`src/rtl/rc_ladder_sim_pkg.sv`:
```
// rc_sim_pkg: shared types and constants for the RC-ladder node simulator.
// Optional build macro NODE_SAT_EN (used in rc_node_update) selects saturation
// instead of two's-complement wrap on the narrowed node result.
package rc_sim_pkg;

  // Step sequencer states
  typedef enum logic [1:0] {
    ST_IDLE   = 2'd0,
    ST_LOAD   = 2'd1,
    ST_CALC   = 2'd2,
    ST_COMMIT = 2'd3
  } rc_state_e;

  // Default Q(INT.FRAC) format and derived widths
  localparam int INT_W_DEF  = 16;
  localparam int FRAC_W_DEF = 16;
  localparam int W_DEF      = INT_W_DEF + FRAC_W_DEF;
  localparam int DW_DEF     = W_DEF + 1;   // difference width
  localparam int GAIN_W     = 8;           // unsigned gain fits in 8 bits

  // Signed W-bit limits for the default format
  localparam logic [W_DEF-1:0] SAT_MAX_DEF = {1'b0, {(W_DEF-1){1'b1}}};
  localparam logic [W_DEF-1:0] SAT_MIN_DEF = {1'b1, {(W_DEF-1){1'b0}}};

  // Q-format helpers: 1.0 and 0.5 in the default format
  localparam logic [W_DEF-1:0] Q_ONE_DEF  = W_DEF'(1) << FRAC_W_DEF;
  localparam logic [W_DEF-1:0] Q_HALF_DEF = W_DEF'(1) << (FRAC_W_DEF - 1);

  // Channel index width; a single-node ladder still needs one bit
  function automatic int idx_w(input int n);
    return (n > 1) ? $clog2(n) : 1;
  endfunction

endpackage

```
`src/rtl/rc_ladder_sim_if.sv`:
```
// rc_ladder_sim_if: step request / node readout bundle for rc_ladder_sim.
// master = board-level controller, slave = simulator core.
interface rc_ladder_sim_if
  import rc_sim_pkg::*;
#(
  parameter int NCH    = 2,
  parameter int INT_W  = INT_W_DEF,
  parameter int FRAC_W = FRAC_W_DEF
);
  localparam int W = INT_W + FRAC_W;

  logic                    step_start;
  logic                    clear;
  logic [W-1:0]            vin;
  logic                    busy;
  logic                    done;
  logic                    step_clk;
  logic [31:0]             step_cnt;
  logic [NCH*INT_W-1:0]    v_int_o;
  logic [NCH*FRAC_W-1:0]   v_frac_o;

  modport master (
    output step_start, clear, vin,
    input  busy, done, step_clk, step_cnt, v_int_o, v_frac_o
  );

  modport slave (
    input  step_start, clear, vin,
    output busy, done, step_clk, step_cnt, v_int_o, v_frac_o
  );

endinterface

```
`src/rtl/rc_ladder_sim_node_update.sv`:
```
// rc_node_update: one forward-Euler step for a single node,
//   next = node + ((src - node) * GAIN) >>> SHIFT
// The sum is formed at full width before narrowing to W bits.
// NODE_SAT_EN defined: clamp to signed W-bit limits; otherwise wrap.
module rc_node_update
  import rc_sim_pkg::*;
#(
  parameter int W     = W_DEF,
  parameter int GAIN  = 1,
  parameter int SHIFT = 1
) (
  input  logic [W-1:0] src,
  input  logic [W-1:0] node,
  output logic [W-1:0] nxt
);
  localparam int DW = W + 1;
  localparam int PW = DW + GAIN_W;
  localparam logic signed [PW-1:0] GAIN_X = PW'(GAIN);

  logic signed [DW-1:0] diff;
  logic signed [PW-1:0] prod;

  // Difference and product never overflow their widths (|diff| <= 2^W, GAIN < 2^8)
  assign diff = $signed({src[W-1], src}) - $signed({node[W-1], node});
  assign prod = $signed({{GAIN_W{diff[DW-1]}}, diff}) * GAIN_X;

`ifdef NODE_SAT_EN
  localparam int SW = PW + 1;
  localparam logic [W-1:0] SAT_MAX = {1'b0, {(W-1){1'b1}}};
  localparam logic [W-1:0] SAT_MIN = {1'b1, {(W-1){1'b0}}};

  logic signed [PW-1:0] shd;
  logic signed [SW-1:0] sum;

  assign shd = prod >>> SHIFT;
  assign sum = $signed({{(SW-W){node[W-1]}}, node}) + $signed({shd[PW-1], shd});

  // Clamp when the bits above the W-bit sign position disagree
  always_comb begin
    nxt = sum[W-1:0];
    if (!((sum[SW-1:W-1] == '0) || (sum[SW-1:W-1] == '1)))
      nxt = sum[SW-1] ? SAT_MIN : SAT_MAX;
  end
`else
  // Keep only the low W bits of the full-width sum
  assign nxt = node + W'(prod >>> SHIFT);
`endif

endmodule

```
`src/rtl/rc_ladder_sim.sv`:
```
// rc_ladder_sim: NCH-node RC-ladder simulator in signed Q(INT_W.FRAC_W).
// Each requested step snapshots vin and all nodes, then evaluates one channel
// per cycle through a shared rc_node_update and commits all nodes together
// (Jacobi update). Build macro NODE_SAT_EN enables result saturation.
module rc_ladder_sim
  import rc_sim_pkg::*;
#(
  parameter int NCH    = 2,
  parameter int INT_W  = INT_W_DEF,
  parameter int FRAC_W = FRAC_W_DEF,
  parameter int GAIN   = 1,
  parameter int SHIFT  = 1
) (
  input  logic             clk,
  input  logic             rst_n,
  rc_ladder_sim_if.slave   bus
);
  localparam int W  = INT_W + FRAC_W;
  localparam int IW = idx_w(NCH);
  localparam logic [IW-1:0] LAST = IW'(NCH - 1);

  rc_state_e state, state_nxt;
  logic load_en, calc_en, commit_en, clear_en, busy;

  logic [IW-1:0]          idx;
  logic [W-1:0]           vin_s, src, nxt;
  logic [NCH-1:0][W-1:0]  node_q, node_s, pend;
  logic [31:0]            step_cnt_q;
  logic                   step_clk_q, done_q;

  // State register
  always_ff @(posedge clk or negedge rst_n) begin
    if (!rst_n) state <= ST_IDLE;
    else        state <= state_nxt;
  end

  // Next-state: clear in IDLE wins over step_start; requests while busy are dropped
  always_comb begin
    state_nxt = state;
    case (state)
      ST_IDLE:   if (bus.step_start && !bus.clear) state_nxt = ST_LOAD;
      ST_LOAD:   state_nxt = ST_CALC;
      ST_CALC:   if (idx == LAST) state_nxt = ST_COMMIT;
      ST_COMMIT: state_nxt = ST_IDLE;
      default:   state_nxt = ST_IDLE;
    endcase
  end

  // Per-state datapath enables
  always_comb begin
    load_en   = (state == ST_LOAD);
    calc_en   = (state == ST_CALC);
    commit_en = (state == ST_COMMIT);
    clear_en  = (state == ST_IDLE) && bus.clear;
    busy      = (state != ST_IDLE);
  end

  // Source for the channel under evaluation: vin for node 0, else the previous node
  always_comb begin
    src = vin_s;
    if (idx != '0) src = node_s[idx - IW'(1)];
  end

  rc_node_update #(.W(W), .GAIN(GAIN), .SHIFT(SHIFT)) u_upd (
    .src  (src),
    .node (node_s[idx]),
    .nxt  (nxt)
  );

  // Snapshot at LOAD, then walk the channels collecting pending results
  always_ff @(posedge clk or negedge rst_n) begin
    if (!rst_n) begin
      vin_s  <= '0;
      node_s <= '0;
      pend   <= '0;
      idx    <= '0;
    end else if (load_en) begin
      vin_s  <= bus.vin;
      node_s <= node_q;
      idx    <= '0;
    end else if (calc_en) begin
      pend[idx] <= nxt;
      idx       <= idx + IW'(1);
    end
  end

  // Node registers change only on an idle clear or at COMMIT
  always_ff @(posedge clk or negedge rst_n) begin
    if (!rst_n)         node_q <= '0;
    else if (clear_en)  node_q <= '0;
    else if (commit_en) node_q <= pend;
  end

  // Step bookkeeping: counter wraps naturally, step clock toggles, done follows COMMIT
  always_ff @(posedge clk or negedge rst_n) begin
    if (!rst_n) begin
      step_cnt_q <= '0;
      step_clk_q <= 1'b0;
      done_q     <= 1'b0;
    end else begin
      done_q <= commit_en;
      if (commit_en) begin
        step_cnt_q <= step_cnt_q + 32'd1;
        step_clk_q <= ~step_clk_q;
      end
    end
  end

  assign bus.busy     = busy;
  assign bus.done     = done_q;
  assign bus.step_clk = step_clk_q;
  assign bus.step_cnt = step_cnt_q;

  for (genvar k = 0; k < NCH; k++) begin : g_out
    assign bus.v_int_o[k*INT_W +: INT_W]    = node_q[k][W-1 -: INT_W];
    assign bus.v_frac_o[k*FRAC_W +: FRAC_W] = node_q[k][FRAC_W-1:0];
  end

endmodule

```
`src/flat_wrapper.sv`:
```
// flat-port wrapper written by rule: the top's interface ports become plain ports
module rc_ladder_sim_flat import rc_sim_pkg::*;
#(
  parameter int NCH    = 2,
  parameter int INT_W  = INT_W_DEF,
  parameter int FRAC_W = FRAC_W_DEF,
  parameter int GAIN   = 1,
  parameter int SHIFT  = 1
)
  (clk, rst_n, bus_step_start, bus_clear, bus_vin, bus_busy, bus_done, bus_step_clk, bus_step_cnt, bus_v_int_o, bus_v_frac_o);
  rc_ladder_sim_if #(.NCH(NCH), .INT_W(INT_W), .FRAC_W(FRAC_W)) bus_i ();
  input  logic clk;
  input  logic rst_n;
  input wire logic [$bits(bus_i.step_start)-1:0] bus_step_start;
  input wire logic [$bits(bus_i.clear)-1:0] bus_clear;
  input wire logic [$bits(bus_i.vin)-1:0] bus_vin;
  output wire logic [$bits(bus_i.busy)-1:0] bus_busy;
  output wire logic [$bits(bus_i.done)-1:0] bus_done;
  output wire logic [$bits(bus_i.step_clk)-1:0] bus_step_clk;
  output wire logic [$bits(bus_i.step_cnt)-1:0] bus_step_cnt;
  output wire logic [$bits(bus_i.v_int_o)-1:0] bus_v_int_o;
  output wire logic [$bits(bus_i.v_frac_o)-1:0] bus_v_frac_o;
  assign bus_i.step_start = bus_step_start;
  assign bus_i.clear = bus_clear;
  assign bus_i.vin = bus_vin;
  assign bus_busy = bus_i.busy;
  assign bus_done = bus_i.done;
  assign bus_step_clk = bus_i.step_clk;
  assign bus_step_cnt = bus_i.step_cnt;
  assign bus_v_int_o = bus_i.v_int_o;
  assign bus_v_frac_o = bus_i.v_frac_o;
  rc_ladder_sim #(.NCH(NCH), .INT_W(INT_W), .FRAC_W(FRAC_W), .GAIN(GAIN), .SHIFT(SHIFT)) u_core (.clk(clk), .rst_n(rst_n), .bus(bus_i));
endmodule
```
`config.mk`:
```
export PLATFORM = sky130hd
export DESIGN_NAME = rc_ladder_sim_flat
export DESIGN_NICKNAME = d
export VERILOG_FILES = /design/src/rtl/rc_ladder_sim_pkg.sv /design/src/rtl/rc_ladder_sim_if.sv /design/src/rtl/rc_ladder_sim_node_update.sv /design/src/rtl/rc_ladder_sim.sv /design/src/flat_wrapper.sv
export SDC_FILE = /design/constraint.sdc
export NUM_CORES = 1
export LEC_CHECK = 0
export CAP_MARGIN = 5
export CORE_ASPECT_RATIO = 1.5
export CORE_MARGIN = 5
export CORE_UTILIZATION = 48
export DETAILED_ROUTE_END_ITERATION = 10
export PLACE_DENSITY = 0.73
export SLEW_MARGIN = 5
export SYNTH_ARGS = -nofsm -noshare
export SYNTH_HDL_FRONTEND = slang
export SYNTH_SLANG_ARGS = --single-unit
```
`constraint.sdc`:
```
create_clock -name clk -period 12.2 [get_ports clk]
set_input_delay 1.83 -clock clk [delete_from_list [all_inputs] [get_ports clk]]
set_output_delay 1.83 -clock clk [all_outputs]
set_load 0.005 [all_outputs]
```
==> flow_summary.html, run 1 <==
<table>
<tr><th>Metric</th><th>Value</th></tr>
<tr><th colspan="2">Cells and area</th></tr>
<tr><td>Net count reported at finish</td><td>1517</td></tr>
<tr><td>Layout Cells excl Fill</td><td>1816</td></tr>
<tr><td>Layout overhead on the synthesized area</td><td>18.5%</td></tr>
<tr><td>ANT cells</td><td>0</td></tr>
<tr><td>Fraction of final layout cells sized beyond drive strength 1</td><td>0.142</td></tr>
<tr><th colspan="2">Global route</th></tr>
<tr><td>Global-route wire length before repair</td><td>53400 um</td></tr>
<tr><td>Via count of the first global-routing pass</td><td>10500</td></tr>
<tr><td>GRT Overall Usage</td><td>0.200</td></tr>
<tr><td>Initial antenna violation count</td><td>0</td></tr>
<tr><td>Largest net degree at the start of global routing</td><td>157</td></tr>
<tr><td>Congestion Overflow GR</td><td>0</td></tr>
<tr><th colspan="2">Logic synthesis</th></tr>
<tr><td>Post-synth EDFFs</td><td>0</td></tr>
<tr><td>Async set-or-reset flop fraction in the synthesized netlist</td><td>1.00</td></tr>
<tr><td>Most instantiated cells after synthesis</td><td>dfrtp_1, mux2_2, nand2_1</td></tr>
<tr><td>Yosys warns</td><td>0</td></tr>
<tr><td>Post-Synthesis Net Count</td><td>1402</td></tr>
<tr><td>Gate count after technology mapping</td><td>1294</td></tr>
<tr><td>Number of storage elements in the synthesis netlist</td><td>about 260</td></tr>
<tr><td>Cell area after synthesis</td><td>13900 um2</td></tr>
<tr><td>Cell taking the most area after synthesis</td><td>dfrtp_1</td></tr>
<tr><td>Register area share after synthesis</td><td>0.470</td></tr>
<tr><td>Post-Syn Area per Cell</td><td>10.7 um2</td></tr>
<tr><td>Area fraction of the dominant cell type after synthesis</td><td>0.470</td></tr>
<tr><td>Number of library cell types mapped by synthesis</td><td>60</td></tr>
<tr><td>Most common flop cell mapped by yosys</td><td>dfrtp_1</td></tr>
<tr><td>Biggest area contributors in the synthesized netlist</td><td>dfrtp_1, mux2_2, mux2i_1</td></tr>
<tr><td>Most used standard cell by instance count after synthesis</td><td>dfrtp_1</td></tr>
<tr><th colspan="2">CTS</th></tr>
<tr><td>Number of clock sinks seen by CTS</td><td>between 200 and 300</td></tr>
<tr><td>Number of hold buffers added after CTS</td><td>0</td></tr>
<tr><td>Clk Tree Root Cell</td><td>clkbuf_16</td></tr>
<tr><td>TritonCTS clock tree</td><td>yes</td></tr>
<tr><td>Number of buffers inserted during clock tree synthesis</td><td>26</td></tr>
<tr><td>Clock insertion delay at the later pin of the skew report</td><td>0.54 ns</td></tr>
<tr><td>Htree depth</td><td>1</td></tr>
<tr><td>Clock transition at path regs</td><td>0.07 ns</td></tr>
<tr><td>Number of buffers added for setup after CTS</td><td>0</td></tr>
<tr><td>Resized Gates After CTS</td><td>0</td></tr>
<tr><td>Maximum clock insertion buffer count</td><td>3</td></tr>
<tr><th colspan="2">STA</th></tr>
<tr><td>Post-layout minimum cycle time</td><td>5.82 ns</td></tr>
<tr><td>Clock skew</td><td>0.0197 ns</td></tr>
<tr><td>Count of endpoints failing hold in the final timing report</td><td>0</td></tr>
<tr><td>Final TNS setup</td><td>0 ns</td></tr>
<tr><td>Final setup fails</td><td>0</td></tr>
<tr><td>Max-slew violation count</td><td>0</td></tr>
<tr><td>RSZ-0062 raised after global routing</td><td>no</td></tr>
<tr><td>Max frequency</td><td>0.172 GHz</td></tr>
<tr><td>Remaining max-slew budget at the tightest pin</td><td>0.432</td></tr>
<tr><td>Post-route clock period utilization</td><td>0.477</td></tr>
<tr><td>Worst-margin pin slew</td><td>roughly 0.85 ns</td></tr>
<tr><th colspan="2">Floorplan</th></tr>
<tr><td>Die Area</td><td>32500 um2</td></tr>
<tr><td>Die extent in y</td><td>218 um</td></tr>
<tr><td>Count of boundary I/O pins</td><td>135</td></tr>
<tr><td>Initial standard-cell utilization of the core</td><td>0.485</td></tr>
<tr><td>Placeable core area</td><td>~29000 um2</td></tr>
<tr><td>Width of the chip</td><td>149 um</td></tr>
<tr><td># rows</td><td>76</td></tr>
<tr><th colspan="2">Run status</th></tr>
<tr><td>Result of the run</td><td>completed</td></tr>
<tr><th colspan="2">Worst setup path</th></tr>
<tr><td>Standard cell with the maximum stage delay on the critical path</td><td>dfrtp_4</td></tr>
<tr><td>Most frequent cell on the critical path</td><td>o21ai_0</td></tr>
<tr><td>WP buf/inv</td><td>1</td></tr>
<tr><td>Cell family with the largest share of critical-path delay</td><td>compound AO/OA/AOI/OAI gates</td></tr>
<tr><td>Critical Path End Type</td><td>flip-flop</td></tr>
<tr><td>Crit path largest cell delay</td><td>0.70 ns</td></tr>
<tr><td>Data required, critical path</td><td>12.59 ns</td></tr>
<tr><td>List of cells traversed by the critical path</td><td>buf_4 &gt; mux2_2 &gt; ha_1 &gt; o21ai_0 &gt; o21ai_0 &gt; nand4_1 &gt; nand2_1 &gt; a21o_1 &gt; or3_1 &gt; a21oi_1 &gt; xnor2_1 &gt; ha_1 &gt; o21a_1 &gt; nor2_1 &gt; or3_1 &gt; o21a_1 &gt; o21ai_0 &gt; a311o_1 &gt; xnor2_1 &gt; o21ai_0</td></tr>
<tr><td>Nature of the critical path startpoint</td><td>flip-flop</td></tr>
<tr><td>Category of the most critical setup path</td><td>flip-flop to flip-flop</td></tr>
<tr><td>WP data arrival</td><td>slightly above 6 ns</td></tr>
<tr><td>Crit path max fanout</td><td>a little over 40</td></tr>
<tr><th colspan="2">Routing</th></tr>
<tr><td>Number of vias per cell</td><td>roughly 5.4</td></tr>
<tr><td>Via count</td><td>9842</td></tr>
<tr><td>First-iteration detailed-routing DRC count</td><td>352</td></tr>
<tr><td>Pre-Repair DR Iteration Count</td><td>6</td></tr>
<tr><td>Wire length reported by the detailed router</td><td>between 30000 and 40000 um</td></tr>
<tr><td>Count of nets left with antenna violations after detail routing</td><td>0</td></tr>
<tr><td>Post-DR wirelength/cell</td><td>17.7 um</td></tr>
<tr><td>Number of design rule violations left after detail routing</td><td>0</td></tr>
<tr><th colspan="2">Placed design</th></tr>
<tr><td>Post-Place Cells</td><td>1771</td></tr>
<tr><td>Count of buffers from port buffering</td><td>~130</td></tr>
<tr><td>Placer's final routability congestion estimate</td><td>0.937</td></tr>
<tr><td>DPL Wire Length</td><td>around 23000 um</td></tr>
<tr><th colspan="2">Flow run</th></tr>
<tr><td>Max-cap viol count</td><td>0</td></tr>
<tr><th colspan="2">Min path</th></tr>
<tr><td>Hold crit path type</td><td>flip-flop to flip-flop</td></tr>
</table>
## kinds of logic (layout without fill, tap and decap cells)
group	Yosys count	in the layout	share of synthesized area
fa+ha+maj	72	72	0.0659
buf+inv	99	231	0.0274
compound gates	232	232	0.107
simple gates	317	317	0.101
flops	261	261	0.470
mux	224	224	0.173
xor+xnor	89	89	0.0561
## sequential cells by signal, indices dropped and copies added, names as in the netlist
name and count:
u_core.node_s 64, u_core.pend 64, u_core.bus.step_cnt 32, u_core.bus.v_frac_o 32, u_core.bus.v_int_o 32, u_core.vin_s 32
u_core.state 2, u_core.bus.done 1, u_core.bus.step_clk 1, u_core.idx 1
## path summary, 6_finish.rpt
check | startpoint | endpoint | slack, ns | cells after the start
max in group asynchronous | rst_n | u_core.node_s[41] | 9.57 | 2
worst min-delay path | u_core.bus.step_clk | u_core.bus.step_clk | 0.46 | 1
worst min register to register | u_core.bus.step_clk | u_core.bus.step_clk | 0.46 | 1
worst max-delay path | u_core.idx | u_core.pend[27] | 6.38 | 20
min in group asynchronous | rst_n | u_core.vin_s[26] | 1.34 | 1
worst max register to register | u_core.idx | u_core.pend[27] | 6.38 | 20
## layer usage
layer / up-vias / part of all wire / routed length, um / track usage
met5: - / 0 / 0 / 0
met4: 0 / 0.029 / 948 / 0.0669
met3: 57 / 0.030 / 975 / 0.0232
met2: 177 / 0.54 / 17600 / 0.381
met1: 4855 / 0.40 / 12700 / 0.230
li1: 4753 / - / - / -
## placed cells by master, fill, tap and decap left out, types with 6 or more instances in the layout
cell type,count
a21o_1,26
a21oi_1,56
a31oi_1,6
and2_1,6
and3_1,7
buf_4,6
clkbuf_16,27
clkbuf_8,6
clkdlybuf4s50_1,133
dfrtp_1,260
ha_1,68
inv_1,45
mux2_2,132
mux2i_1,92
nand2_1,120
nand2b_1,10
nand3_1,26
nand4_1,13
nor2_1,99
nor3_1,10
o211ai_1,6
o21a_1,9
o21ai_0,78
o21bai_1,9
o31ai_1,6
or3_1,8
xnor2_1,52
xor2_1,37
## per-stage QoR
| stage | hold WS, ns | utilization | area (um2) | setup WS, ns |
|---|---|---|---|---|
| 2_1_floorplan | 0.445 | - | 13900 | 7.05 |
| 5_1_grt | 0.498 | 0.575 | 16500 | 5.95 |
| 3_5_place_dp | 0.456 | 0.546 | 15600 | 6.41 |
| 4_1_cts | 0.469 | 0.575 | 16500 | 6.38 |
| 3_3_place_gp | 0.457 | 0.546 | 15600 | 6.52 |
| 6_report | 0.463 | 0.575 | 16500 | 6.38 |
## area by class of cell
cell class | instances | area [um2]
Clock buffer | 37 | 773
Clock inverter | 8 | 73.8
Fill cell | 2467 | 12200
Inverter | 45 | 169
Multi-Input combinational cell | 934 | 7020
Sequential cell | 261 | 6540
Tap cell | 390 | 488
Timing Repair Buffer | 141 | 1410
Power of run 1 is not shown: default switching activity piles up to over one toggle a cycle in this logic, so the estimate is an artifact.
==> inputs of run 2 (changes only) <==
--- a/config.mk
+++ b/config.mk
@@ -10,7 +10,7 @@
 export CORE_MARGIN = 5
 export CORE_UTILIZATION = 48
 export DETAILED_ROUTE_END_ITERATION = 10
-export PLACE_DENSITY = 0.73
+export PLACE_DENSITY = 0.76
 export SLEW_MARGIN = 5
 export SYNTH_ARGS = -nofsm -noshare
 export SYNTH_HDL_FRONTEND = slang
==> constraint.sdc (replaced) <==
create_clock -name clk -period 4.9 [get_ports clk]
set_input_delay 0.735 -clock clk [delete_from_list [all_inputs] [get_ports clk]]
set_output_delay 0.735 -clock clk [all_outputs]
set_load 0.005 [all_outputs]
==> run 2 against run 1 <==
  * Utilization up 3.3 points
  * Routed wire length up 4.1%
  * Global-route usage grew 0.63 points
  * Setup slack got worse by 6.2 ns
  * Count of clock-buffer cells in the layout rose by 1
  * Clock skew is 0.012 ns lower
  * First-iteration DRC count increased by 33%
  * Critical path type unchanged
  * Critical path depth up 3
==> flow_summary.html, run 2 (synthesis results as in run 1) <==
<table>
<tr><th>Metric</th><th>Value</th></tr>
<tr><th colspan="2">STA</th></tr>
<tr><td>Worst-margin pin slew</td><td>0.965 ns (was 0.852 ns)</td></tr>
<tr><td>Post-layout minimum cycle time</td><td>4.73 ns (was 5.82 ns)</td></tr>
<tr><td>Final worst slack</td><td>0.170 ns (was 6.38 ns)</td></tr>
<tr><td>Remaining max-slew budget at the tightest pin</td><td>0.357 (was 0.432)</td></tr>
<tr><td>Max frequency</td><td>0.211 GHz (was 0.172 GHz)</td></tr>
<tr><td>Clock skew</td><td>0.00770 ns (was 0.0197 ns)</td></tr>
<tr><td>Post-route clock period utilization</td><td>0.965 (was 0.477)</td></tr>
<tr><td>Final setup fails</td><td>0 (unchanged)</td></tr>
<tr><td>Count of endpoints failing hold in the final timing report</td><td>0 (unchanged)</td></tr>
<tr><td>Max-slew violation count</td><td>0 (unchanged)</td></tr>
<tr><th colspan="2">Worst setup path</th></tr>
<tr><td>Setup slack on the worst flop-to-flop path</td><td>0.17 ns (was 6.38 ns)</td></tr>
<tr><td>Worst reg2reg endpoint</td><td>u_core.pend[63] (was u_core.pend[27])</td></tr>
<tr><td>Data required, critical path</td><td>5.29 ns (was 12.59 ns)</td></tr>
<tr><td>Critical Path End Type</td><td>flip-flop (unchanged)</td></tr>
<tr><td>Crit path largest cell delay</td><td>0.51 ns (was 0.70 ns)</td></tr>
<tr><td>WP data arrival</td><td>5.12 ns (was 6.20 ns)</td></tr>
<tr><td>Nature of the critical path startpoint</td><td>flip-flop (unchanged)</td></tr>
<tr><td>WP buf/inv</td><td>3 (was 1)</td></tr>
<tr><td>Worst R2R Path Depth</td><td>23 (was 20)</td></tr>
<tr><td>Crit path max fanout</td><td>12 (was 41)</td></tr>
<tr><td>List of cells traversed by the critical path</td><td>buf_12 &gt; buf_4 &gt; mux2i_2 &gt; ha_1 &gt; and3_1 &gt; buf_4 &gt; and3_1 &gt; nand4_1 &gt; nand2_2 &gt; a21o_1 &gt; or3_1 &gt; a21oi_2 &gt; xnor2_1 &gt; ha_1 &gt; o21a_1 &gt; nor2_1 &gt; or3b_2 &gt; o21a_1 &gt; o21ai_2 &gt; a311o_1 &gt; o22ai_2 &gt; xnor2_2 &gt; o21ai_0 (was buf_4 &gt; mux2_2 &gt; ha_1 &gt; o21ai_0 &gt; o21ai_0 &gt; nand4_1 &gt; nand2_1 &gt; a21o_1 &gt; or3_1 &gt; a21oi_1 &gt; xnor2_1 &gt; ha_1 &gt; o21a_1 &gt; nor2_1 &gt; or3_1 &gt; o21a_1 &gt; o21ai_0 &gt; a311o_1 &gt; xnor2_1 &gt; o21ai_0)</td></tr>
<tr><td>Cell family with the largest share of critical-path delay</td><td>simple AND/OR/NAND/NOR gates (was compound AO/OA/AOI/OAI gates)</td></tr>
<tr><td>Category of the most critical setup path</td><td>flip-flop to flip-flop (unchanged)</td></tr>
<tr><td>Standard cell with the maximum stage delay on the critical path</td><td>dfrtp_4 (unchanged)</td></tr>
<tr><td>Launch point of the worst reg-to-reg path</td><td>u_core.idx (unchanged)</td></tr>
<tr><th colspan="2">Placed design</th></tr>
<tr><td>Count of buffers from port buffering</td><td>134 (unchanged)</td></tr>
<tr><td>Placer's final routability congestion estimate</td><td>0.945 (was 0.937)</td></tr>
<tr><td>Post-Place Worst Slack</td><td>-0.121 ns (was 6.41 ns)</td></tr>
<tr><td>DPL Wire Length</td><td>24500 um (was 23300 um)</td></tr>
<tr><th colspan="2">CTS</th></tr>
<tr><td>Clock transition at path regs</td><td>0.06 ns (was 0.07 ns)</td></tr>
<tr><td>Clk Tree Root Cell</td><td>clkbuf_16 (unchanged)</td></tr>
<tr><td>Number of clock sinks seen by CTS</td><td>261 (unchanged)</td></tr>
<tr><td>Maximum clock insertion buffer count</td><td>3 (unchanged)</td></tr>
<tr><td>TritonCTS clock tree</td><td>yes (unchanged)</td></tr>
<tr><td>Clock insertion delay at the later pin of the skew report</td><td>0.54 ns (about the same)</td></tr>
<tr><td>Number of hold buffers added after CTS</td><td>0 (unchanged)</td></tr>
<tr><td>Number of buffers inserted during clock tree synthesis</td><td>26 (unchanged)</td></tr>
<tr><td>Htree depth</td><td>1 (unchanged)</td></tr>
<tr><th colspan="2">Floorplan</th></tr>
<tr><td>Die Area</td><td>32500 um2 (unchanged)</td></tr>
<tr><td>Width of the chip</td><td>149 um (unchanged)</td></tr>
<tr><td>Die extent in y</td><td>218 um (unchanged)</td></tr>
<tr><td>Placeable core area</td><td>28600 um2 (unchanged)</td></tr>
<tr><td>Count of boundary I/O pins</td><td>135 (unchanged)</td></tr>
<tr><td># rows</td><td>76 (unchanged)</td></tr>
<tr><td>Initial standard-cell utilization of the core</td><td>0.485 (unchanged)</td></tr>
<tr><th colspan="2">Flow run</th></tr>
<tr><td>Max-cap viol count</td><td>0 (unchanged)</td></tr>
<tr><th colspan="2">Global route</th></tr>
<tr><td>GRT Overall Usage</td><td>0.207 (was 0.200)</td></tr>
<tr><td>Largest net degree at the start of global routing</td><td>120 (was 157)</td></tr>
<tr><td>Via count of the first global-routing pass</td><td>11000 (was 10500)</td></tr>
<tr><td>Congestion Overflow GR</td><td>0 (unchanged)</td></tr>
<tr><td>Initial antenna violation count</td><td>0 (unchanged)</td></tr>
<tr><td>Global-route wire length before repair</td><td>55300 um (was 53400 um)</td></tr>
<tr><th colspan="2">Routing</th></tr>
<tr><td>Number of vias per cell</td><td>5.47 (was 5.42)</td></tr>
<tr><td>Wire length reported by the detailed router</td><td>33600 um (was 32200 um)</td></tr>
<tr><td>Via count</td><td>10400 (was 9842)</td></tr>
<tr><td>Number of design rule violations left after detail routing</td><td>0 (unchanged)</td></tr>
<tr><td>Count of nets left with antenna violations after detail routing</td><td>0 (unchanged)</td></tr>
<tr><td>Pre-Repair DR Iteration Count</td><td>5 (was 6)</td></tr>
<tr><td>Post-DR wirelength/cell</td><td>17.6 um (was 17.7 um)</td></tr>
<tr><td>First-iteration detailed-routing DRC count</td><td>467 (was 352)</td></tr>
<tr><th colspan="2">Run status</th></tr>
<tr><td>Result of the run</td><td>completed (unchanged)</td></tr>
<tr><th colspan="2">Cells and area</th></tr>
<tr><td>Commonest non-fill, non-tap cell in the layout</td><td>dfrtp_1 (unchanged)</td></tr>
<tr><td>FF/Latch Area</td><td>6540 um2 (unchanged)</td></tr>
<tr><td>Leading registers by flop count</td><td>u_core.node_s (64), u_core.pend (64) (unchanged)</td></tr>
<tr><td>Area of the multi-input gates</td><td>7160 um2 (was 7020 um2)</td></tr>
<tr><td>Net count reported at finish</td><td>1611 (was 1517)</td></tr>
<tr><td>Fill cells</td><td>2335 (was 2467)</td></tr>
<tr><td>ANT cells</td><td>0 (unchanged)</td></tr>
<tr><td>Fraction of final layout cells sized beyond drive strength 1</td><td>0.216 (was 0.142)</td></tr>
<tr><td>Commonest cells after routing, fill and taps aside</td><td>dfrtp_1, clkdlybuf4s50_1, mux2_2 (unchanged)</td></tr>
<tr><td>Layout overhead on the synthesized area</td><td>25.4% (was 18.5%)</td></tr>
<tr><th colspan="2">Min path</th></tr>
<tr><td>Hold crit path type</td><td>input port to asynchronous set/reset pin (was flip-flop to flip-flop)</td></tr>
</table>
[run 2: cell count changes in the layout (fill, tap and decap cells not counted), moves of 3 or more]
cell       previous run  this run
buf_4                 6        98
o21ai_1               0         4
o21ai_0              78        72
bufinv_16             1         4
a21oi_1              56        46
nor3_1               10         7
nor2_1               99        96
nor2_2                0         3
a21oi_2               1        11
[run 2: final cells by class]
type / instances / area share
Tap cell: 390 / 0.0280
Sequential cell: 261 / 0.375
Timing Repair Buffer: 235 / 0.122
Clock inverter: 8 / 0.00826
Inverter: 45 / 0.00970
Clock buffer: 38 / 0.0452
Multi-Input combinational cell: 934 / 0.411
[run 2: repair_timing]
item,in CTS,in global routing
pin swaps,0,17
hold endpoints to repair,0,0
resized for setup,4,38
buffers inserted,0,3
endpoints found under the setup margin,8,26
[run 2: worst max path at each step]
stage	from	to	slack (ns)	depth (start not counted)
final	u_core.idx	u_core.pend[63]	0.17	23
after global routing	u_core.idx	u_core.pend[27]	-0.02	23
after CTS	u_core.idx	u_core.pend[63]	0.008	20
after detailed placement	u_core.idx	u_core.pend[26]	-0.12	19
after global placement	u_core.idx	u_core.pend[63]	-0.01	21
after floorplan	u_core.idx	u_core.pend[31]	0.02	24
[run 2: routing by layer]
metal,GRT usage,vias to the layer above,part of all wire
met5,0,-,0
met4,0.0693,0,0.030
met3,0.0210,60,0.037
met2,0.389,227,0.54
met1,0.243,5200,0.39
li1,-,4960,-
[run 2: metrics by stage]
stage | util | hold WS [ns] | TNS (ns) | area [um2] | cells
final | 0.609 | 0.208 | 0 | 17400 | 1911
after global routing | 0.609 | 0.298 | -0.0218 | 17400 | 1911
after CTS | 0.603 | 0.288 | 0 | 17300 | 1908
after global placement | 0.570 | 0.457 | -0.0146 | 16300 | 1862
after detailed placement | 0.570 | 0.467 | -0.304 | 16300 | 1862
after floorplan | - | 0.439 | 0 | 13900 | 1294
[run 2: worst register-to-register path, delay by kind of cell (launching register included)]
kind / cells / cell delay (ns)
and+or+nand+nor: 7 / 1.46
AOI/OAI and AO/OA: 8 / 1.07
adders and majority gates: 2 / 0.66
DFF: 1 / 0.51
buffers and inverters: 3 / 0.48
xor gates and xnor gates: 2 / 0.24
muxes: 1 / 0.17
Power of run 2 is left out for the same reason.
==> inputs of run 3 (changes only) <==
--- a/config.mk
+++ b/config.mk
@@ -9,8 +9,10 @@
 export CORE_ASPECT_RATIO = 1.5
 export CORE_MARGIN = 5
 export CORE_UTILIZATION = 48
+export CTS_CLUSTER_DIAMETER = 120
 export DETAILED_ROUTE_END_ITERATION = 10
 export PLACE_DENSITY = 0.76
+export SETUP_SLACK_MARGIN = 0.05
 export SLEW_MARGIN = 5
 export SYNTH_ARGS = -nofsm -noshare
 export SYNTH_HDL_FRONTEND = slang
==> run 3 against run 2 <==
  * Sequential cell count unchanged
  * Sequential share of layout area shrank 0.097 points
  * Non-clock buffer count stayed put
  * Count of clock-buffer cells in the layout is 6 lower
  * Highest routed layer unchanged
  * First-iteration DRC count grew 4.3%
==> flow_summary.html, run 3 (synthesis results as in run 1) <==
<table>
<tr><th>Metric</th><th>Value</th></tr>
<tr><th colspan="2">STA</th></tr>
<tr><td>Final TNS setup</td><td>0 ns (unchanged)</td></tr>
<tr><td>RSZ-0062 raised after global routing</td><td>yes</td></tr>
<tr><td>Max-slew violation count</td><td>0 (unchanged)</td></tr>
<tr><td>Max frequency</td><td>0.213 GHz (was 0.211 GHz)</td></tr>
<tr><td>Post-route clock period utilization</td><td>0.960 (was 0.965)</td></tr>
<tr><td>Count of endpoints failing hold in the final timing report</td><td>0 (unchanged)</td></tr>
<tr><td>Clock skew</td><td>0.0122 ns (was 0.00770 ns)</td></tr>
<tr><td>Remaining max-slew budget at the tightest pin</td><td>0.373 (was 0.357)</td></tr>
<tr><td>Post-route worst hold slack</td><td>0.183 ns (was 0.208 ns)</td></tr>
<tr><td>Final setup fails</td><td>0 (unchanged)</td></tr>
<tr><td>Post-layout minimum cycle time</td><td>4.70 ns (was 4.73 ns)</td></tr>
<tr><td>Worst-margin pin slew</td><td>0.940 ns (was 0.965 ns)</td></tr>
<tr><th colspan="2">Floorplan</th></tr>
<tr><td>Die Area</td><td>32500 um2 (unchanged)</td></tr>
<tr><td>Initial standard-cell utilization of the core</td><td>0.485 (unchanged)</td></tr>
<tr><td># rows</td><td>76 (unchanged)</td></tr>
<tr><td>Placeable core area</td><td>28600 um2 (unchanged)</td></tr>
<tr><td>Width of the chip</td><td>149 um (unchanged)</td></tr>
<tr><td>Count of boundary I/O pins</td><td>135 (unchanged)</td></tr>
<tr><td>Die extent in y</td><td>218 um (unchanged)</td></tr>
<tr><th colspan="2">Placed design</th></tr>
<tr><td>Count of buffers from port buffering</td><td>134 (unchanged)</td></tr>
<tr><td>Placer's final routability congestion estimate</td><td>0.887 (was 0.945)</td></tr>
<tr><td>DPL Wire Length</td><td>24300 um (was 24500 um)</td></tr>
<tr><td>Dpl cell area</td><td>16200 um2 (was 16300 um2)</td></tr>
<tr><th colspan="2">CTS</th></tr>
<tr><td>Htree depth</td><td>1 (unchanged)</td></tr>
<tr><td>Clock transition at path regs</td><td>0.07 ns (was 0.06 ns)</td></tr>
<tr><td>TritonCTS clock tree</td><td>yes (unchanged)</td></tr>
<tr><td>Maximum clock insertion buffer count</td><td>3 (unchanged)</td></tr>
<tr><td>Clock insertion delay at the later pin of the skew report</td><td>0.53 ns (was 0.54 ns)</td></tr>
<tr><td>Clk Tree Root Cell</td><td>clkbuf_16 (unchanged)</td></tr>
<tr><td>Number of buffers inserted during clock tree synthesis</td><td>25 (was 26)</td></tr>
<tr><td>Number of clock sinks seen by CTS</td><td>261 (unchanged)</td></tr>
<tr><th colspan="2">Global route</th></tr>
<tr><td>Largest net degree at the start of global routing</td><td>101 (was 120)</td></tr>
<tr><td>Global-route wire length before repair</td><td>54200 um (was 55300 um)</td></tr>
<tr><td>GRT Overall Usage</td><td>0.204 (was 0.207)</td></tr>
<tr><td>Congestion Overflow GR</td><td>0 (unchanged)</td></tr>
<tr><td>Initial antenna violation count</td><td>0 (unchanged)</td></tr>
<tr><td>Via count of the first global-routing pass</td><td>10700 (was 11000)</td></tr>
<tr><th colspan="2">Routing</th></tr>
<tr><td>Count of nets left with antenna violations after detail routing</td><td>0 (unchanged)</td></tr>
<tr><td>First-iteration detailed-routing DRC count</td><td>487 (was 467)</td></tr>
<tr><td>Number of design rule violations left after detail routing</td><td>0 (unchanged)</td></tr>
<tr><td>Post-DR wirelength/cell</td><td>17.7 um (was 17.6 um)</td></tr>
<tr><td>Number of vias per cell</td><td>5.39 (was 5.47)</td></tr>
<tr><td>Pre-Repair DR Iteration Count</td><td>5 (unchanged)</td></tr>
<tr><td>Via count</td><td>10300 (was 10400)</td></tr>
<tr><td>Wire length reported by the detailed router</td><td>33800 um (was 33600 um)</td></tr>
<tr><th colspan="2">Worst setup path</th></tr>
<tr><td>Crit path max fanout</td><td>7 (was 12)</td></tr>
<tr><td>Category of the most critical setup path</td><td>flip-flop to flip-flop (unchanged)</td></tr>
<tr><td>Worst reg2reg endpoint</td><td>u_core.pend[63] (unchanged)</td></tr>
<tr><td>Setup slack on the worst flop-to-flop path</td><td>0.20 ns (was 0.17 ns)</td></tr>
<tr><td>Launch point of the worst reg-to-reg path</td><td>u_core.idx (unchanged)</td></tr>
<tr><td>Critical Path End Type</td><td>flip-flop (unchanged)</td></tr>
<tr><td>Data required, critical path</td><td>5.29 ns (about the same)</td></tr>
<tr><td>WP data arrival</td><td>5.09 ns (was 5.12 ns)</td></tr>
<tr><td>Worst R2R Path Depth</td><td>21 (was 23)</td></tr>
<tr><td>Nature of the critical path startpoint</td><td>flip-flop (unchanged)</td></tr>
<tr><th colspan="2">Run status</th></tr>
<tr><td>Result of the run</td><td>completed (unchanged)</td></tr>
<tr><th colspan="2">Cells and area</th></tr>
<tr><td>Fill cells</td><td>2292 (was 2335)</td></tr>
<tr><td>Net count reported at finish</td><td>1610 (was 1611)</td></tr>
<tr><td>Fraction of final layout cells sized beyond drive strength 1</td><td>0.220 (was 0.216)</td></tr>
<tr><td>Post-route cell area</td><td>17500 um2 (was 17400 um2)</td></tr>
<tr><td>Commonest cells after routing, fill and taps aside</td><td>dfrtp_1, clkdlybuf4s50_1, mux2_2 (unchanged)</td></tr>
<tr><td>ANT cells</td><td>0 (unchanged)</td></tr>
<tr><td>Layout overhead on the synthesized area</td><td>25.7% (was 25.4%)</td></tr>
<tr><td>Leading registers by flop count</td><td>u_core.node_s (64), u_core.pend (64) (unchanged)</td></tr>
<tr><td>Core utilization of the finished layout</td><td>0.610 (was 0.609)</td></tr>
<tr><td>Commonest non-fill, non-tap cell in the layout</td><td>dfrtp_1 (unchanged)</td></tr>
<tr><th colspan="2">Min path</th></tr>
<tr><td>Hold crit path type</td><td>input port to asynchronous set/reset pin (unchanged)</td></tr>
<tr><th colspan="2">Flow run</th></tr>
<tr><td>Max-cap viol count</td><td>0 (unchanged)</td></tr>
</table>
==> run 3: changes by cell type in the layout (fill, tap and decap cells not counted), moves of 3 or more <==
| cell | delta |
|---|---|
| a21oi_2 | -3 |
| ha_1 | -3 |
| ha_4 | +3 |
| o21ai_1 | +3 |
| clkbuf_8 | -3 |
| o21ai_0 | -3 |
==> run 3: routing by layer <==
| metal | part of all wire | global-route usage |
|---|---|---|
| met5 | 0 | 0 |
| met4 | 0.034 | 0.0754 |
| met3 | 0.035 | 0.0224 |
| met2 | 0.55 | 0.386 |
| met1 | 0.39 | 0.233 |
==> run 3: area by class of cell <==
class / count / area (um2) / area share
well taps: 390 / 488 / 0.0279
inverters: 45 / 169 / 0.00967
multi-input cells: 934 / 7250 / 0.415
clock inverters: 12 / 191 / 0.0110
flip-flops and latches: 261 / 6540 / 0.374
clock buffers: 32 / 692 / 0.0396
repair buffers: 235 / 2140 / 0.123
==> run 3: worst max-delay path, cell delays in order, from the launching register on <==
cell and delay, ns:
dfrtp_4 0.52, or3b_4 0.41, and2_4 0.15, fa_2 0.36, a211oi_4 0.29, o21ai_2 0.09, nand4_1 0.13, nand2_2 0.09
a21o_1 0.17, or3_1 0.33, a21oi_2 0.14, xnor2_1 0.14, ha_1 0.27, o21a_1 0.20, nor2_2 0.12, or3_4 0.15
o21a_1 0.12, o21ai_2 0.07, a311o_1 0.38, o22ai_2 0.18, xnor2_2 0.16, o21ai_1 0.08
==> run 3: repair_timing <==
action,4_1_cts,5_1_grt
gates resized for setup,12,47
buffers inserted,2,15
setup endpoints to repair,17,24
pin swaps,3,21
hold buffers,0,0
==> run 3: worst max path at each step <==
stage / end / slack (ns) / start
2_1_floorplan: u_core.pend[31] / 0.08 / u_core.idx
3_3_place_gp: u_core.pend[63] / -0.05 / u_core.idx
3_5_place_dp: u_core.pend[26] / -0.16 / u_core.idx
4_1_cts: u_core.pend[63] / 0.05 / u_core.idx
5_1_grt: u_core.pend[63] / 0.006 / u_core.idx
6_report: u_core.pend[63] / 0.20 / u_core.idx
==> run 3: through the flow <==
stage | instances | setup slack (ns)
floorplan | 1294 | 0.0850
global placement | 1848 | -0.0514
detailed placement | 1848 | -0.161
CTS | 1894 | 0.0515
global route | 1909 | 0.00637
finish | 1909 | 0.197
Power of run 3 is left out for the same reason.
==> patch (flow settings as in run 3) <==
The option `NODE_SAT_EN` is turned on by a define.
--- a/src/rtl/rc_ladder_sim_node_update.sv
+++ b/src/rtl/rc_ladder_sim_node_update.sv
@@ -2,6 +2,8 @@
 //   next = node + ((src - node) * GAIN) >>> SHIFT
 // The sum is formed at full width before narrowing to W bits.
 // NODE_SAT_EN defined: clamp to signed W-bit limits; otherwise wrap.
+`define NODE_SAT_EN
+
 module rc_node_update
   import rc_sim_pkg::*;
 #(
Check against the original RTL: no difference found for any inputs over 10 cycles, from zero or initial values and one cycle with rst_n low; that may be too few to reach the edited logic, so the function may still have changed.
==> patch against run 3 <==
  * The run now ends with negative setup slack left
  * Setup slack got worse by 0.72 ns
  * Sequential share of layout area decreased by 4.2 points
  * Sequential cell count unchanged
  * First-iteration DRC count increased by 21%
  * Cell area increased by 13%
  * Routed wire length increased by 18%
  * Synthesized area increased by 4.3%
  * Critical path type unchanged
  * Largest cell class unchanged
Power is not shown: default switching activity piles up to over one toggle a cycle in this logic, so the estimate is an artifact.
==> patch: results (changes against run 3) <==
metric,value,unit,change
status,"complete, but fails checks",,was finished clean
failing checks,negative setup slack,,
final setup skew,0.0177,ns,was 0.0122 ns
Worst Path Arrival,5.89,ns,was 5.09 ns
ANT cells,0,,unchanged
Critical R2R Launch,u_core.idx$_DFFE_PN0P_,,unchanged
Post-synth top cells,"261 x dfrtp_1, 133 x mux2_2, 131 x nor2_1",,"was 261 x dfrtp_1, 132 x mux2_2, 122 x nand2_1"
top flop regs,"u_core.node_s x64, u_core.pend x64",,unchanged
Reg2Reg Depth,26,,was 21
met2 usage,43.9,%,was 38.6%
"Setup violations, final",64,,was 0
dpl hpwl,29000,um,"was 24,300 um"
# port buffers,134,,unchanged
net count after synthesis,1511,,"was 1,402"
initial antenna violation count,0,,unchanged
M3 GR Usage,2.64,%,was 2.24%
GRT Util Overall,23.0,%,was 20.4%
share of cells above drive strength 1,30.2,%,was 22.0%
PnR worst setup slack,-0.527,ns,was 0.197 ns
met1 Track Usage GR,25.9,%,was 23.3%
Nets,1862,,"was 1,610"
routed len/inst,18.4,um,was 17.7 um
GP Congestion,0.965,,was 0.887
worst stage delay on the critical path,0.54,ns,was 0.52 ns
setup TNS,-27.49,ns,was 0 ns
synth unique cells,70,,was 60
Mapped Cells,1404,,"was 1,294"
placed cells,2096,,"was 1,848"
CP Max Fanout,8,,was 7
Num CTS Buffers,28,,was 25
First DRT Iteration DRCs,591,,was 487
largest net degree at the start of global routing,135,,was 101
Slew headroom,30.6,%,was 37.3%
Crit. Startpoint,u_core.idx$_DFFE_PN0P_,,unchanged
WL final,39900,um,"was 33,800 um"
number of global-route vias before repair,12800,,"was 10,700"
worst skew pair latency,0.56,ns,was 0.53 ns
synth top area cells,"dfrtp_1 45%, mux2_2 10%, mux2i_1 6.7%, ha_1 6.0%, xnor2_1 3.6%",,"was dfrtp_1 47%, mux2_2 11%, mux2i_1 6.6%, ha_1 6.3%, nand2_1 3.3%"
Post-synth ARST share,100,%,unchanged
Max clock buf depth,3,,unchanged
first-pass GRT wire length,64600,um,"was 54,200 um"
# fillers,2391,,"was 2,292"
vias,11900,,"was 10,300"
sequential area share after synthesis,45.1,%,was 47.0%
[patch: cell types whose count changed after synthesis, sizes merged, moves of 7 or more]
cell | before | now
inv | 45 | 58
xnor2 | 52 | 59
nor2 | 100 | 131
buf | 8 | 19
xor2 | 37 | 23
o21ai | 79 | 98
a21oi | 57 | 72
[patch: kinds of logic after synthesis]
logic type	count (synthesis)	share of synthesized area [%]
simple gates	358	10.9
compound gates	275	11.9
flops	261	45.1
mux	231	17.1
buf+inv	120	3.27
xor+xnor	83	5.11
fa+ha+maj	76	6.58
[patch: metrics by stage]
step / cell area (um^2) / setup WS, ns
3_3_place_gp: 18000 / -0.638
2_1_floorplan: 14700 / -0.412
3_5_place_dp: 18000 / -0.820
5_1_grt: 19700 / -0.765
4_1_cts: 19400 / -0.490
6_report: 19700 / -0.527
[patch: repair_timing]
action | CTS | global route
resized for setup | 92 | 51
endpoints found under the setup margin | 64 | 64
setup buffers | 19 | 9
gates cloned | 1 | 0
pin swaps | 38 | 24
[patch: final timing paths]
| check | to | slack, ns |
|---|---|---|
| max in group asynchronous | u_core.pend[54]$_DFFE_PN0P_ | 3.61 |
| min | u_core.bus.v_frac_o[21]$_DFFE_PN0P_ | 0.14 |
| min in group clk | u_core.bus.step_cnt[31]$_DFFE_PN0P_ | 0.46 |
| max reg2reg | u_core.pend[58]$_DFFE_PN0P_ | -0.53 |
| min reg2reg | u_core.bus.step_cnt[31]$_DFFE_PN0P_ | 0.46 |
| max | u_core.pend[58]$_DFFE_PN0P_ | -0.53 |
[patch: worst register-to-register path, delay by kind of cell, from the launching register on]
kind	cells	cell delay, ns
fa+ha+maj	2	0.51
buf+inv	4	0.58
simple gates	1	0.08
mux	1	0.34
compound gates	16	3.00
xor+xnor	2	0.29
flops	1	0.54
[patch: layout make-up]
cell class,instances,area share (%)
Timing Repair Buffer,383,17.2
Clock buffer,38,4.12
Sequential cell,261,33.2
Multi-Input combinational cell,1023,41.1
Inverter,58,1.12
Clock inverter,11,0.738
Tap cell,400,2.54
[patch: metal layers]
layer	vias to the layer above	part of all wire, %	wire [um]
li1	5648	-	-
met1	5909	38	15300
met2	255	55	21800
met3	95	3.5	1410
met4	0	3.7	1490
met5	-	0	0
